File: src/rtl/timer_multi_pkg.sv
// Shared constants and helpers for the multi-channel timer.
package timer_multi_pkg;

  localparam int unsigned MAX_CHANNELS = 16;

  localparam logic RST_FLAG = 1'b0;

  typedef logic [$clog2(MAX_CHANNELS+1)-1:0] chan_cnt_t;

  function automatic int unsigned slice_lo(
    input int unsigned ch,
    input int unsigned width
  );
    return ch * width;
  endfunction

endpackage

File: src/rtl/timer_multi_channel.sv
// One timer channel: counter, one-shot done flag, sticky interrupt
// and registered running status.
module timer_multi_channel
  import timer_multi_pkg::*;
#(
  parameter int WIDTH = 32
) (
  input  logic             clk,
  input  logic             reset,
  input  logic             tick,
  input  logic [WIDTH-1:0] terminal,
  input  logic             enable,
  input  logic             periodic,
  input  logic             clear,
  output logic             interrupt,
  output logic             running
);

  logic [WIDTH-1:0] count_q, count_d;
  logic             done_q, done_d;
  logic             interrupt_q, interrupt_d;
  logic             running_q, running_d;
  logic             expire;

  always_ff @(posedge clk) begin
    if (reset) begin
      count_q     <= '0;
      done_q      <= RST_FLAG;
      interrupt_q <= RST_FLAG;
      running_q   <= RST_FLAG;
    end else begin
      count_q     <= count_d;
      done_q      <= done_d;
      interrupt_q <= interrupt_d;
      running_q   <= running_d;
    end
  end

  // >= lets a lowered terminal expire on the next tick instead of wrapping
  always_comb begin
    count_d = count_q;
    done_d  = done_q;
    expire  = 1'b0;
    if (!enable) begin
      count_d = '0;
      done_d  = 1'b0;
    end else if (!done_q && tick) begin
      if (count_q >= terminal) begin
        expire = 1'b1;
        if (periodic) begin
          count_d = '0;
        end else begin
          done_d = 1'b1;
        end
      end else begin
        count_d = count_q + WIDTH'(1);
      end
    end
  end

  always_comb begin
    interrupt_d = expire | (interrupt_q & ~clear);
    running_d   = enable & ~done_d;
  end

  assign interrupt = interrupt_q;
  assign running   = running_q;

endmodule

File: src/rtl/timer_multi.sv
// Multi-channel timer: shared prescaler feeding CHANNELS independent
// one-shot/periodic counters with sticky interrupts.
module timer_multi
  import timer_multi_pkg::*;
#(
  parameter int WIDTH          = 32,
  parameter int CHANNELS       = 4,
  parameter int PRESCALE_WIDTH = 8
) (
  input  logic                      clk,
  input  logic                      reset,
  input  logic [PRESCALE_WIDTH-1:0] prescale,
  input  logic [CHANNELS*WIDTH-1:0] timer_count,
  input  logic [CHANNELS-1:0]       timer_enable,
  input  logic [CHANNELS-1:0]       timer_periodic,
  input  logic [CHANNELS-1:0]       timer_interrupt_clear,
  output logic [CHANNELS-1:0]       timer_interrupt,
  output logic [CHANNELS-1:0]       timer_running,
  output logic                      timer_irq
);

  if (CHANNELS < 1 || CHANNELS > int'(MAX_CHANNELS)) begin : g_bad_channels
    $error("timer_multi: CHANNELS out of range");
  end

  logic [PRESCALE_WIDTH-1:0] pcount_q, pcount_d;
  logic                      any_en;
  logic                      tick;

  always_ff @(posedge clk) begin
    if (reset) begin
      pcount_q <= '0;
    end else begin
      pcount_q <= pcount_d;
    end
  end

  // Held at zero while idle so the first tick after enabling is fixed
  always_comb begin
    any_en   = |timer_enable;
    tick     = (pcount_q == prescale);
    pcount_d = '0;
    if (any_en && !tick) begin
      pcount_d = pcount_q + PRESCALE_WIDTH'(1);
    end
  end

  for (genvar i = 0; i < CHANNELS; i++) begin : g_ch
    timer_multi_channel #(
      .WIDTH (WIDTH)
    ) u_ch (
      .clk       (clk),
      .reset     (reset),
      .tick      (tick),
      .terminal  (timer_count[slice_lo(i, WIDTH) +: WIDTH]),
      .enable    (timer_enable[i]),
      .periodic  (timer_periodic[i]),
      .clear     (timer_interrupt_clear[i]),
      .interrupt (timer_interrupt[i]),
      .running   (timer_running[i])
    );
  end

  assign timer_irq = |timer_interrupt;

endmodule

File: config.mk
export PLATFORM = sky130hd
export DESIGN_NAME = timer_multi
export DESIGN_NICKNAME = d
export VERILOG_FILES = /design/src/rtl/timer_multi_pkg.sv /design/src/rtl/timer_multi_channel.sv /design/src/rtl/timer_multi.sv
export SDC_FILE = /design/constraint.sdc
export NUM_CORES = 1
export LEC_CHECK = 0
export CAP_MARGIN = 30
export CORE_ASPECT_RATIO = 0.5
export CORE_UTILIZATION = 25
export CTS_BUF_LIST = sky130_fd_sc_hd__clkbuf_8
export DETAILED_ROUTE_END_ITERATION = 10
export SYNTH_ARGS = -nofsm -noshare
export SYNTH_HDL_FRONTEND = slang
export SYNTH_SLANG_ARGS = --single-unit
File: constraint.sdc
create_clock -name clk -period 3.25 [get_ports clk]
set_input_delay 0.65 -clock clk [delete_from_list [all_inputs] [get_ports clk]]
set_output_delay 0.65 -clock clk [all_outputs]
set_load 0.02 [all_outputs]
==> results of run 1 <==
## power groups by stage
stage | sequential [mW] | combinational, mW | clock, mW
3_5_place_dp | 1.87 | 0.500 | 0
3_3_place_gp | 1.87 | 0.493 | 0
6_report | 1.82 | 0.496 | 1.76
5_1_grt | 1.83 | 0.552 | 1.87
2_1_floorplan | 1.86 | 0.211 | 0
4_1_cts | 1.82 | 0.502 | 1.80
## registers in the layout (all words and copies together) (netlist names)
| register | count |
|---|---|
| g_ch.u_ch.count_q | 128 |
| g_ch.u_ch.interrupt | 4 |
| g_ch.u_ch.done_q | 4 |
| g_ch.u_ch.running | 4 |
| pcount_q | 8 |
## cell usage after synthesis (9+ instances only)
master / number
a21o_1: 23
nand2b_1: 12
xnor2_1: 16
nor2_1: 79
nand2_1: 135
a221o_1: 18
nor4_1: 26
nand3_1: 91
a21oi_1: 99
ha_1: 133
nor2b_1: 11
dfxtp_1: 148
or3_1: 20
a22o_1: 9
and4_1: 12
and3_1: 41
clkbuf_1: 14
inv_1: 168
o21ai_0: 61
buf_4: 15
nor3_1: 45
nor3b_2: 9
nand4_1: 50
xor2_1: 10
buf_2: 13
and2_1: 17
o21a_1: 11
## metrics by stage
stage               hold slack, ns  TNS, ns  utilization
CTS                         0.4880        0       0.3335
global placement            0.4669   -34.29       0.3221
detailed placement          0.4738   -29.06       0.3227
finish                      0.4908        0       0.3337
global route                0.5131        0       0.3337
floorplan                   0.4530        0            -
## worst register-to-register path, cell delays in order (launching register included)
cell and delay, ns:
dfxtp_1 0.35, inv_1 0.08, ha_1 0.27, nand2b_1 0.13, a2111oi_0 0.40, buf_4 0.17, or4b_1 0.14, a311oi_2 0.13
buf_4 0.22, nor3_4 0.45, buf_4 0.26, nand4_1 0.10, mux2i_1 0.14
## per-layer routing
| metal | vias to the layer above | wire length [µm] |
|---|---|---|
| met5 | - | 0 |
| li1 | 5651 | - |
| met1 | 5146 | 14670 |
| met3 | 36 | 817 |
| met2 | 148 | 15970 |
| met4 | 0 | 647 |
## final cells by class
class	count	area, µm²
Fill cell	4573	29260
Multi-Input combinational cell	1065	7357
Sequential cell	148	2963
Timing Repair Buffer	269	2495
Tap cell	588	735.7
Inverter	168	630.6
Clock buffer	22	302.8
Clock inverter	9	172.7
## cell usage in the layout, fill, tap and decap left out, types with 7 or more instances in the layout
cell,count
xnor2_1,16
mux2i_1,8
a31oi_1,8
nor2b_1,11
nor3_1,44
or3_1,20
nand3_1,91
a221o_1,18
dfxtp_1,148
nand4_1,50
clkbuf_8,22
nor2_1,79
o21ai_0,61
nand2_1,135
and4_1,12
and3_1,41
and2_1,17
inv_1,168
nand2b_1,12
a21oi_1,99
ha_1,133
xor2_1,10
clkdlybuf4s50_1,158
nor3b_2,9
nor4_1,25
a22o_1,9
o21ai_1,7
buf_4,102
o21a_1,11
a21o_1,23
a211o_1,8
## logic make-up after synthesis
group | after synthesis
AOI/OAI and AO/OA | 308
xor gates and xnor gates | 26
adders and majority gates | 133
buffers and inverters | 215
DFF | 148
muxes | 10
and+or+nand+nor | 588
## final timing paths
kind | start | end | cells past startpoint
setup / recovery | timer_count[78] | g_ch[2].u_ch.count_q[0] | 11
hold / removal | g_ch[2].u_ch.interrupt | g_ch[2].u_ch.interrupt | 2
setup reg to reg | g_ch[2].u_ch.count_q[0] | g_ch[2].u_ch.count_q[24] | 12
hold reg to reg | g_ch[2].u_ch.interrupt | g_ch[2].u_ch.interrupt | 2
## what timing repair did
| action | 4_1_cts | 5_1_grt |
|---|---|---|
| resized for setup | 0 | 1 |
| setup endpoints to repair | 0 | 6 |
| hold buffers | 0 | 0 |
==> metrics, run 1 <==
register bit total from synthesis=148; final setup violation count=0; CTS tree=yes; row cnt=54; P_int=3.110 mW; Final Hold Viols=0; Final Non-Filler Cells=2269; Die Span X=301.6 µm; core area=43920 µm²; total power=4.076 mW; via/cell ratio=4.840; CTS root buf=clkbuf_8; WP buf/inv=4; total routed wirelength=32.11 mm; met2 Use GR=0.2567; measured slew at the worst slew-check pin=0.6508 ns; Post-Synth Adder-Cell Area=0.1483; Peak supply drop=243.2 µV; largest net degree at the start of global routing=23; Tcrit/Tclk final=0.9529; cell taking the most area after synthesis=dfxtp_1; Post-Syn Instances=1428; busiest grt layer=met2; DP Cell Count=2237; post-synth top area share=0.2641; die height=151.8 µm; GR Layer Usage met1=0.1716; combinational share of power=0.122; Crit Path Category=in -> reg; IO buf count=158; crit-path most repeated cell=buf_4; Synth Flop Type=dfxtp_1; Initial Utilization=0.2554; Crit-path slowest cell=or4b_1; CP Max Fanout=11; largest family of logic cells by synthesized area=simple AND/OR/NAND/NOR gates; critical path's largest stage delay=0.51 ns; number of CTS-inserted buffers=17; wire per inst=14.15 µm; Synth Area in XOR/XNOR=0.02030; Synth Area in Simple Gates=0.2874; Worst setup EP type=flip-flop; CP cell instances=clkdlybuf4s50_1 > inv_1 > ha_1 > nand4_1 > nor3_2 > or4b_1 > a311oi_2 > buf_4 > nor3_4 > buf_4 > mux2_2; vias in the first global route=10430; Sw Ratio=0.2370; async set-or-reset flop fraction in the synthesized netlist=0; failing checks=DRC; Post-CTS Setup Bufs=0; Critical Path Source Type=primary input; H-tree depth=4; first-pass GRT wire length=51.94 mm; CP required=3.63 ns; Inserted Diodes=0; mux share of post-synthesis cell area=0.009146; Setup WS pre-CTS=-0.5187 ns; clk slew on worst S/H paths=0.09 ns; Final Net Count=1952; Hold Path Class=reg -> reg; synth warn=0; Layout area overhead=30.65%; worst relative slew slack=0.5638; Clock Sinks=148; sw power=0.9659 mW; Seq pwr share=0.448; clk buf depth=2; Placed Area=14170 µm²; outcome=finished, violations left; Yosys cell types=85; met3 usage=0.02082; synth top area cells=dfxtp_1 26%, ha_1 15%, inv_1 5.6%; GP Congestion=0.8444; number of remaining DRC errors=1; number of enable flip-flop cells after synthesis=0; clock latency at the later pin of the worst-skew pair=0.49 ns; hpwl dp=25.80 mm; via count=10980; initial antenna violation count=0; Period minus WS final=3.097 ns; layout cells sized above 1=0.1124; clock share of power=0.431; RSZ-0062 raised after global routing=no; Final WS setup=0.1531 ns; Final ANT Viol Nets=0; TritonRoute pass-1 iters=7; Compound-Gate Fraction of Synth Area=0.1896; cell leakage power=6.310 nW; Max Cap Viol=0; CP arrival=3.48 ns; Seq/Total Area, Yosys=0.2641; syn nets=1711; syn avg cell area=7.856 µm²; Starting DRT DRC Count=539; total grt overflow=0; Finished Cell Area=14660 µm²; clock skew=0.01277 ns; worst reg2reg setup slack=0.35 ns; synthesized area=11220 µm²; Slew Viols, Final=0; total track usage=0.1414; P per Cell Area=278.1 nW/µm²; Ports=159; cell family with most CP delay=simple AND/OR/NAND/NOR gates; die area=45780 µm²; Max Fclk=0.3229 GHz
(Power assumes the default switching activity.)
==> inputs of run 2 (changes only) <==
- CTS_CLUSTER_DIAMETER: not set -> 80
==> results of run 2 <==
No change in the layout: final DEF, timing and power equal those of run 1.
==> inputs of run 3 (changes only) <==
- SKIP_LAST_GASP: not set -> 1
==> results of run 3 <==
No change in the layout: final DEF, timing and power equal those of run 1.
